File: config.mk
export PLATFORM = sky130hd
export DESIGN_NAME = ipml_hsst_txlane_rst_fsm_v1_0
export DESIGN_NICKNAME = d
export VERILOG_FILES = /design/src/rtl/ipml_hsst_txlane_rst_fsm_v1_0_pkg.sv /design/src/rtl/ipml_hsst_txlane_rst_fsm_v1_0_sync.sv /design/src/rtl/ipml_hsst_txlane_rst_fsm_v1_0.sv
export SDC_FILE = /design/constraint.sdc
export NUM_CORES = 1
export LEC_CHECK = 0
export ABC_AREA = 0
export BUFFER_PORTS_ARGS = -buffer_cell sky130_fd_sc_hd__clkbuf_2
export CAP_MARGIN = 20
export CORE_ASPECT_RATIO = 2
export CORE_UTILIZATION = 40
export CTS_CLUSTER_SIZE = 14
export DETAILED_ROUTE_END_ITERATION = 8
export GPL_TIMING_DRIVEN = 0
export REMOVE_ABC_BUFFERS = 1
export SYNTH_ARGS = -nofsm -noshare
export SYNTH_HDL_FRONTEND = slang
export SYNTH_SLANG_ARGS = --single-unit
File: constraint.sdc
create_clock -name clk -period 2.2 [get_ports clk]
set_input_delay 0.11 -clock clk [delete_from_list [all_inputs] [get_ports clk]]
set_output_delay 0.11 -clock clk [all_outputs]
set_load 0.05 [all_outputs]
File: src/rtl/ipml_hsst_txlane_rst_fsm_v1_0_pkg.sv
// Shared HSST reset definitions: FSM state encodings, counter width and
// the reset-delay formulas used by the PLL, TX-lane and RX-lane sequencers.
package ipml_hsst_txlane_rst_fsm_v1_0_pkg;

   localparam int CNTR_WIDTH = 14;

   typedef enum logic [2:0] {
      TX_IDLE      = 3'd0,
      TX_LANE_PD   = 3'd1,
      TX_PMA_RST   = 3'd2,
      TX_PCS_RST   = 3'd3,
      TX_DONE      = 3'd4,
      TX_WAIT_LOCK = 3'd5
   } tx_state_e;

   // Simulation speed-up shortens every reset delay by a factor of ten.
`ifdef IPML_HSST_SPEEDUP_SIM
   localparam int SIM_DIV = 10;
`else
   localparam int SIM_DIV = 1;
`endif

   function automatic logic [CNTR_WIDTH-1:0] dly_value(input int mult, input int freq);
      int v;
      v = (2 * mult * freq) / SIM_DIV;
      return v[CNTR_WIDTH-1:0];
   endfunction

endpackage

File: src/rtl/ipml_hsst_txlane_rst_fsm_v1_0_sync.sv
// Two-flop synchronizer for a single asynchronous level (e.g. PLL lock).
// Output follows the input with two clock cycles of latency.
module ipml_hsst_rst_sync_v1_0 (
   input  logic clk,
   input  logic rst_n,
   input  logic i_d,
   output logic o_q
);

   logic [1:0] r_sync;

   always_ff @(posedge clk or negedge rst_n) begin
      if (!rst_n) r_sync <= 2'b00;
      else        r_sync <= {r_sync[0], i_d};
   end

   assign o_q = r_sync[1];

endmodule

File: src/rtl/ipml_hsst_txlane_rst_fsm_v1_0.sv
// TX-lane reset sequencer: after PLL done and lock, releases lane power-down,
// PMA reset and PCS TX reset in turn; re-runs PMA/PCS release on lock loss.
module ipml_hsst_txlane_rst_fsm_v1_0
   import ipml_hsst_txlane_rst_fsm_v1_0_pkg::*;
#(
   parameter int FREE_CLOCK_FREQ  = 100,
   parameter int LOCK_LOSS_CYCLES = 8
) (
   input  logic       clk,
   input  logic       rst_n,
   input  logic       i_pll_done,
   input  logic       pll_lock,
   output logic       P_TX_LANE_PD,
   output logic       P_TX_PMA_RST,
   output logic       P_PCS_TX_RST,
   output logic       o_txlane_done,
   output logic       o_lock_lost,
   output logic [7:0] o_lock_lost_cnt,
   output logic [2:0] o_dbg_state
);

   localparam logic [CNTR_WIDTH-1:0] TX_PD_CNTR_VALUE  = dly_value(1, FREE_CLOCK_FREQ);
   localparam logic [CNTR_WIDTH-1:0] TX_PMA_CNTR_VALUE = dly_value(2, FREE_CLOCK_FREQ);
   localparam logic [CNTR_WIDTH-1:0] TX_PCS_CNTR_VALUE = dly_value(1, FREE_CLOCK_FREQ);
   localparam logic [7:0]            LOSS_N            = 8'(LOCK_LOSS_CYCLES);
   localparam logic [7:0]            LOSS_LAST         = 8'(LOCK_LOSS_CYCLES - 1);

   tx_state_e             r_state, w_state_nxt;
   logic [CNTR_WIDTH-1:0] r_cntr, w_cntr_nxt, w_term_val;
   logic                  r_lane_pd, w_lane_pd_nxt;
   logic                  r_pma_rst, w_pma_rst_nxt;
   logic                  r_pcs_rst, w_pcs_rst_nxt;
   logic                  r_done, w_done_nxt;
   logic                  r_lost, w_lost_nxt;
   logic [7:0]            r_lost_cnt, w_lost_cnt_nxt, w_lost_cnt_inc;
   logic [7:0]            r_filt;
   logic                  w_lock_s, w_lock_lost, w_rst_outs;

   ipml_hsst_rst_sync_v1_0 u_lock_sync (
      .clk   (clk),
      .rst_n (rst_n),
      .i_d   (pll_lock),
      .o_q   (w_lock_s)
   );

   // Filter counts synced-low cycles and parks at LOSS_N until lock returns,
   // so one outage declares exactly one loss event.
   always_ff @(posedge clk or negedge rst_n) begin
      if (!rst_n)             r_filt <= 8'd0;
      else if (w_lock_s)      r_filt <= 8'd0;
      else if (r_filt != LOSS_N) r_filt <= r_filt + 8'd1;
   end

   assign w_lock_lost    = !w_lock_s && (r_filt == LOSS_LAST);
   assign w_lost_cnt_inc = (r_lost_cnt == 8'hFF) ? r_lost_cnt : r_lost_cnt + 8'd1;
   assign w_term_val     = (r_state == TX_PMA_RST) ? TX_PMA_CNTR_VALUE :
                           (r_state == TX_PCS_RST) ? TX_PCS_CNTR_VALUE : TX_PD_CNTR_VALUE;

   always_comb begin
      w_state_nxt    = r_state;
      w_cntr_nxt     = r_cntr;
      w_lane_pd_nxt  = r_lane_pd;
      w_pma_rst_nxt  = r_pma_rst;
      w_pcs_rst_nxt  = r_pcs_rst;
      w_done_nxt     = r_done;
      w_lost_nxt     = 1'b0;
      w_lost_cnt_nxt = r_lost_cnt;
      w_rst_outs     = 1'b0;
      case (r_state)
         TX_IDLE: begin
            w_rst_outs = 1'b1;
            if (i_pll_done && w_lock_s) w_state_nxt = TX_LANE_PD;
         end
         TX_LANE_PD, TX_PMA_RST, TX_PCS_RST, TX_DONE: begin
            if (!i_pll_done) begin
               w_state_nxt = TX_IDLE;
               w_rst_outs  = 1'b1;
            end else if (w_lock_lost) begin
               w_lost_nxt     = 1'b1;
               w_lost_cnt_nxt = w_lost_cnt_inc;
               w_cntr_nxt     = '0;
               if (r_state == TX_LANE_PD) begin
                  w_state_nxt = TX_IDLE;
                  w_rst_outs  = 1'b1;
               end else begin
                  w_state_nxt   = TX_WAIT_LOCK;
                  w_pma_rst_nxt = 1'b1;
                  w_pcs_rst_nxt = 1'b1;
                  w_done_nxt    = 1'b0;
               end
            end else if (r_state == TX_DONE) begin
               w_done_nxt = 1'b1;
            end else if (r_cntr != w_term_val) begin
               w_cntr_nxt = r_cntr + 1'b1;
            end else begin
               w_cntr_nxt = '0;
               if (r_state == TX_LANE_PD) begin
                  w_lane_pd_nxt = 1'b0;
                  w_state_nxt   = TX_PMA_RST;
               end else if (r_state == TX_PMA_RST) begin
                  w_pma_rst_nxt = 1'b0;
                  w_state_nxt   = TX_PCS_RST;
               end else begin
                  w_pcs_rst_nxt = 1'b0;
                  w_state_nxt   = TX_DONE;
               end
            end
         end
         TX_WAIT_LOCK: begin
            if (!i_pll_done) begin
               w_state_nxt = TX_IDLE;
               w_rst_outs  = 1'b1;
            end else begin
               w_pma_rst_nxt = 1'b1;
               w_pcs_rst_nxt = 1'b1;
               w_done_nxt    = 1'b0;
               w_cntr_nxt    = '0;
               if (w_lock_s && (r_filt == 8'd0)) w_state_nxt = TX_PMA_RST;
            end
         end
         default: begin
            w_state_nxt = TX_IDLE;
            w_rst_outs  = 1'b1;
         end
      endcase
      // Loss counter is deliberately kept across upstream restarts.
      if (w_rst_outs) begin
         w_cntr_nxt    = '0;
         w_lane_pd_nxt = 1'b1;
         w_pma_rst_nxt = 1'b1;
         w_pcs_rst_nxt = 1'b1;
         w_done_nxt    = 1'b0;
      end
   end

   always_ff @(posedge clk or negedge rst_n) begin
      if (!rst_n) begin
         r_state    <= TX_IDLE;
         r_cntr     <= '0;
         r_lane_pd  <= 1'b1;
         r_pma_rst  <= 1'b1;
         r_pcs_rst  <= 1'b1;
         r_done     <= 1'b0;
         r_lost     <= 1'b0;
         r_lost_cnt <= 8'd0;
      end else begin
         r_state    <= w_state_nxt;
         r_cntr     <= w_cntr_nxt;
         r_lane_pd  <= w_lane_pd_nxt;
         r_pma_rst  <= w_pma_rst_nxt;
         r_pcs_rst  <= w_pcs_rst_nxt;
         r_done     <= w_done_nxt;
         r_lost     <= w_lost_nxt;
         r_lost_cnt <= w_lost_cnt_nxt;
      end
   end

   assign P_TX_LANE_PD    = r_lane_pd;
   assign P_TX_PMA_RST    = r_pma_rst;
   assign P_PCS_TX_RST    = r_pcs_rst;
   assign o_txlane_done   = r_done;
   assign o_lock_lost     = r_lost;
   assign o_lock_lost_cnt = r_lost_cnt;
   assign o_dbg_state     = r_state;

endmodule
# Yosys cells after proc, flatten, opt, wreduce, memory -nomap -nowiden
# Index checks and enable logic that the tools add are counted.
[word_totals] latch_bits=0 romBits=0 out_inout_bits=16 elab_cells=119 ram_bits=0 memories=0 inputBits=4 regBits=40
[classes] mux=61 n_shift=0 magnitude_cmp=0 div_mod_pow=0 bitwise=1 addsub=3 n_reduce_logical=19 n_mul=0 eq_ne=25
[op_table] operator="two-way mux 14 bit" count=6
[op_table] operator="two-way mux 1 bit" count=36
[op_table] operator="!= test 4 bit (second input constant)" count=8
[op_table] operator="two-way mux 3 bit" count=10
[op_table] operator="one-hot mux 14 bit (2 select lines)" count=1
[op_table] operator="adder 8 x 1 -> 8 bit (second input constant)" count=2
[op_table] operator="two-way mux 8 bit" count=2
[op_table] operator="adder 14 x 1 -> 14 bit (second input constant)" count=1
[op_table] operator="!= test 14 x 9 -> 1 bit" count=1
[op_table] operator="AND reduction 7 bit" count=2
[op_table] operator="!= test 3 bit (second input constant)" count=4
[op_table] operator="AND reduction 4 bit" count=3
[op_table] operator="two-way mux 9 bit" count=1
[op_table] operator="one-hot mux 3 bit (3 select lines)" count=1
[op_table] operator="equality test 8 x 3 -> 1 bit (second input constant)" count=1
[op_table] operator="equality test 8 bit (second input constant)" count=1
[op_table] operator="logical NOT 8 bit" count=1
[op_table] operator="!= test 8 x 4 -> 1 bit (second input constant)" count=1
[op_table] operator="one-hot mux 1 bit (2 select lines)" count=4
[op_table] operator="nonzero test 2 bit" count=4
[op_table] operator="equality test 3 x 2 -> 1 bit (second input constant)" count=2
[op_table] operator="equality test 3 bit (second input constant)" count=2
[op_table] operator="!= test 2 bit (second input constant)" count=3
[op_table] operator="AND reduction 6 bit" count=1
[op_table] operator="other kinds (9)" count=11

# Logic depth before layout (Yosys ltp)
[depth] word_depth=9 ltp_mapped=8 ltp_nobuf=7

# Modules after synthesis
# A second synthesis with hierarchy kept.
[hier_totals] cells_unflattened=233 hier_area_um2=2227.1
[by_module_without_submodules] module="ipml_hsst_txlane_rst_fsm_v1_0" area_each_um2=2177.1 seq_area_each_um2=954.7 cells_per_inst=231 n_inst=1
[by_module_without_submodules] module="ipml_hsst_rst_sync_v1_0" area_each_um2=50.0 seq_area_each_um2=50.0 cells_per_inst=2 n_inst=1

# Least setup slack after synthesis
# No wires, ideal clock.
[synth_path] path_type="reg-to-reg" startpoint="register r_state[2] (netlist: o_dbg_state[2])" endpoint="register r_cntr[8]" setup_ns=0.076 stages_incl_launch_ff=7 synth_period_minus_slack_ns=2.185 setup_slack_ns=0.015 required_time_ns=2.124 arrival_ns=2.109 n_path_buf=1 path_cell_list="dfrtp_1 buf_2 nor3b_2 mux2_2 a221o_2 o21a_1 o21ai_1"
[synth_between] elab_chain_cells=9 word_cells_on_any_way=23 classes_between="9 x eq/ne; 11 x mux; 3 x reduce/logical"
[synth_rtl] element="start: declaration" line="ipml_hsst_txlane_rst_fsm_v1_0.sv:28" text="tx_state_e r_state, w_state_nxt;"
[synth_rtl] element="start signal: assignment" line="ipml_hsst_txlane_rst_fsm_v1_0.sv:147" text="r_state <= w_state_nxt;"
[synth_rtl] element="equality test 3 x 2 -> 1 bit" line="ipml_hsst_txlane_rst_fsm_v1_0.sv:56, ipml_hsst_txlane_rst_fsm_v1_0.sv:69"
[synth_rtl] element="two-way mux 9 bit" line="ipml_hsst_txlane_rst_fsm_v1_0.sv:56" text="assign w_term_val = (r_state == TX_PMA_RST) ? TX_PMA_CNTR_VALUE :"
[synth_rtl] element="!= test 14 x 9 -> 1 bit" line="ipml_hsst_txlane_rst_fsm_v1_0.sv:93" text="end else if (r_cntr != w_term_val) begin"
[synth_rtl] element="two-way mux 14 bit" line="ipml_hsst_txlane_rst_fsm_v1_0.sv:93"
[synth_rtl] element="two-way mux 14 bit" line="ipml_hsst_txlane_rst_fsm_v1_0.sv:91" text="end else if (r_state == TX_DONE) begin"
[synth_rtl] element="two-way mux 14 bit" line="ipml_hsst_txlane_rst_fsm_v1_0.sv:78" text="end else if (w_lock_lost) begin"
[synth_rtl] element="two-way mux 14 bit" line="ipml_hsst_txlane_rst_fsm_v1_0.sv:75" text="if (!i_pll_done) begin"
[synth_rtl] element="one-hot mux 14 bit (2 select lines)" line="ipml_hsst_txlane_rst_fsm_v1_0.sv:69" text="case (r_state)"
[synth_rtl] element="two-way mux 14 bit" line="ipml_hsst_txlane_rst_fsm_v1_0.sv:127" text="if (w_rst_outs) begin"
[synth_rtl] element="end signal: assignment" line="ipml_hsst_txlane_rst_fsm_v1_0.sv:148" text="r_cntr <= w_cntr_nxt;"
[synth_rtl] element="end: declaration" line="ipml_hsst_txlane_rst_fsm_v1_0.sv:29" text="logic [CNTR_WIDTH-1:0] r_cntr, w_cntr_nxt, w_term_val;"
# Several ways; a longest one is shown, not always the timed one. The select of a mux whose other input is x is not followed.
# A chain may end at the register's enable or synchronous reset.

# Worst setup path in the final report
[layout_path] startpoint="register r_filt[5]" endpoint="register r_cntr[9]"
[layout_between] elab_chain_cells=7 word_cells_on_any_way=14 classes_between="4 x eq/ne; 7 x mux; 3 x reduce/logical"
[layout_rtl] element="start: declaration" line="ipml_hsst_txlane_rst_fsm_v1_0.sv:36" text="logic [7:0] r_filt;"
[layout_rtl] element="start signal: assignment" line="ipml_hsst_txlane_rst_fsm_v1_0.sv:51" text="else if (r_filt != LOSS_N) r_filt <= r_filt + 8'd1;"
[layout_rtl] element="equality test 8 x 3 -> 1 bit (*)" line="ipml_hsst_txlane_rst_fsm_v1_0.sv:54" text="assign w_lock_lost = !w_lock_s && (r_filt == LOSS_LAST);"
[layout_rtl] element="logical AND 1 bit (*)" line="ipml_hsst_txlane_rst_fsm_v1_0.sv:54"
[layout_rtl] element="two-way mux 1 bit" line="ipml_hsst_txlane_rst_fsm_v1_0.sv:78"
[layout_rtl] element="two-way mux 1 bit" line="ipml_hsst_txlane_rst_fsm_v1_0.sv:75"
[layout_rtl] element="one-hot mux 1 bit (2 select lines)" line="ipml_hsst_txlane_rst_fsm_v1_0.sv:69"
[layout_rtl] element="!= test 4 bit (no source line) (tied with other cells)"
[layout_rtl] element="AND reduction 4 bit (no source line)"
# Mark *: on every way between the ends. The rest lies on a longest branch, timed or not. The select of a mux whose other input is x is not followed.

==> flow_summary.yaml <==
cells_and_area:
  final_util_pct: 47.7
  regArea_sq_um: 1010
  fin_area_sq_um: 2490
  diodes: 0
  area_growth_pct: 13.6
  drive_gt1_share_pct: 19.2
  fill_cells: 510
  final-instance-count-excl-fill: 298
  finalNetCount: 248
  multiInputGateArea_sq_um: 1130
critical_path:
  path_cells: "or4_4 -> o21ai_1 -> a221o_2 -> o21ai_1 -> a22o_1"
  crit_required_ns: 2.39
  crit_top_cell: "o21ai_1"
  cp-end-kind: "flip-flop"
  worst-setup-path-type: "reg -> reg"
  slowest_stage: "or4_4"
  critPathLaunchType: "flip-flop"
  cp_max_fo: 8
  cp_data_arrival_time_ns: 2.30
  cpPeakStageDelay_ns: 0.60
timing:
  drv_slew: 0
  hold_viol: 0
  fin_ws_ns: 0.0972
  setup_viol: 0
  finalCritPeriodShare_pct: 95.6
  holdWs_ns: 0.143
  fin_crit_ns: 2.10
  rsz0062_at_grt: "no"
  maxSlewHeadroom_pct: 64.5
  fmax_mhz: 476
  tightest_slew_ns: 0.529
  skew_ns: 0.00709
cts:
  clkSinkCount: 40
  cts_setup_buffers: 0
  clock_latency_ns: 0.30
  cts_tree: "done"
  cts_buffers: 5
  cts_root_buffer: "clkbuf_8"
  h-tree-depth: 2
  cts_buffer_depth: 2
  cts.clk_slew.worst_paths_ns: 0.09
place:
  hpwl_um: 3500
  preCtsSetupSlack_ns: -0.120
  placed_area_sq_um: 2320
  globalplace.congestion: 0.814
  dp.cells: 287
  io_buffers: 19
synthesis:
  synth-seq-cells: 40
  yosysMostFrequentCell: "dfrtp_1"
  syn_area_sq_um: 2200
  avgSynthCellArea_sq_um: 9.98
  synth_ff_type: "dfrtp_1"
  ys_async_sr_fraction_pct: 100
  synth_cell_types: 54
  yosysSeqAreaShare_pct: 45.8
  yosys_warnings: 0
  synth_edf_count: 0
  yosysTopAreaCell: "dfrtp_1"
  synth_common_cells: "dfrtp_1 (37), nor2_1 (16), nand2_1 (13), nand3_1 (13), xor2_1 (11)"
  syn-instance-count: 220
  synth_area_leaders: "dfrtp_1 (42%), xor2_1 (4.4%), dfstp_2 (3.6%), xnor2_1 (3.6%), nand3_1 (3.0%)"
  synth_top_area_share_pct: 42.2
routing:
  wl_met2_um: 2630
  dr_wl_met3_um: 144
  drtIter0Drc: 36
  route.detailed.drc: 0
  routed_wl_um: 4870
  highest_layer: "met4"
  avgViaCountPerCell: 5.92
  drtPass1Iterations: 4
  drt-wirelength-per-cell_um: 16.3
  wl_met1_um: 1930
  ant_nets: 0
  vias: 1765
global_route:
  grt_max_degree: 41
  track_usage_pct: 19.3
  gr-total-overflow: 0
  grt_pass1_vias: 1746
  grt_pass1_wl_um: 8110
  antenna_found_initial: 0
floorplan:
  ioPinCount: 20
  die_h_um: 107
  initial_core_util_pct: 42.0
  row_count: 37
  die_area_sq_um: 5810
  core_sq_um: 5230
  die_x_um: 54.4
power_and_ir_drop:
  p_per_area_nw_per_um2: 765
  leakage_nw: 1.06
  ir_drop_mv: 0.518
status:
  outcome: "completed"
flow_run:
  drv_cap: 0
min_path:
  min_path_type: "in -> reg"
-- registers in the layout, summed over array words and instances, names as in the netlist, 2 cells and up --
| signal | flops |
|---|---|
| o_dbg_state | 3 |
| o_lock_lost_cnt | 8 |
| r_cntr | 14 |
| r_filt | 8 |
| u_lock_sync.r_sync | 2 |
-- logic make-up (layout without fill, tap and decap cells) --
kind of cell	Yosys count	in the layout	share of synthesized area, %
buffers and inverters	19	39	3.59
AND/OR/NAND/NOR	86	86	23.0
XOR/XNOR	20	20	7.98
adder cells (fa/ha/maj)	5	5	2.85
AO/OA/AOI/OAI	47	47	15.3
multiplexers	3	3	1.48
flip-flops	40	40	45.8
-- placed cells by master (no fill, tap or decap), types with 3 or more instances in the layout --
cell type and n:
a211oi_1 4, o22ai_1 3, dfrtp_2 3, xor2_1 11
clkbuf_8 5, clkbuf_2 19, dfrtp_1 34, ha_1 5
o21ai_1 7, and4_1 3, o211ai_1 3, nand2_1 13
nand3_1 13, nor3_1 6, o21ai_0 3, dfstp_2 3
xnor2_1 9, inv_1 8, a21oi_1 3, nand4_1 8
nor2_1 16, and3_1 7, o2bb2ai_1 3, a31oi_1 4
a22o_1 3
-- final timing paths --
path	slack, ns	cells past startpoint	from	endpoint
max	0.1	5	r_filt[5]$_DFFE_PN0P_	r_cntr[9]$_DFFE_PN0P_
min	0.14	2	i_pll_done	P_TX_LANE_PD$_DFFE_PN1P_
max reg2reg	0.1	5	r_filt[5]$_DFFE_PN0P_	r_cntr[9]$_DFFE_PN0P_
min reg2reg	0.38	0	u_lock_sync.r_sync[0]$_DFF_PN0_	u_lock_sync.r_sync[1]$_DFF_PN0_
max in group asynchronous	1.51	3	rst_n	o_dbg_state[0]$_DFFE_PN0P_
min in group asynchronous	0.22	2	rst_n	o_txlane_done$_DFFE_PN0P_
-- metal layers --
metal	global-route usage [%]	vias up
met4	10.1	0
met1	21.0	870
met3	4.82	13
met2	32.4	33
met5	0	-
li1	-	849
-- report_power, final --
group	switching (W)	internal (W)
logic	0.000269	0.000147
clock network	0.000281	0.000342
registers	0.0000920	0.000776
-- what timing repair did --
| action | 4_1_cts | 5_1_grt |
|---|---|---|
| resized for setup | 2 | 5 |
| endpoints found under the setup margin | 7 | 17 |
| hold endpoints to repair | 1 | 10 |
| pin swaps | 0 | 0 |
| cloned | 0 | 0 |
| hold buffers | 1 | 1 |
-- layout make-up --
| cell class | instances | area share [%] |
|---|---|---|
| Clock buffer | 5 | 2.76 |
| Clock inverter | 3 | 1.86 |
| Inverter | 9 | 1.35 |
| Multi-Input combinational cell | 161 | 45.3 |
| Sequential cell | 40 | 40.4 |
| Tap cell | 58 | 2.91 |
| Timing Repair Buffer | 22 | 5.42 |
-- critical path: cells and delay by family (launching register included) --
family,cells,cell delay (ns)
AOI/OAI and AO/OA,4,0.96
DFF,1,0.44
and+or+nand+nor,1,0.60
-- per-stage QoR --
step | total power [W] | setup TNS, ns
after floorplan | 0.00115 | -0.305
after global placement | 0.00127 | -0.575
after detailed placement | 0.00127 | -0.582
after CTS | 0.00191 | 0
after global routing | 0.00202 | 0
final | 0.00191 | 0
(Power assumes the default switching activity.)
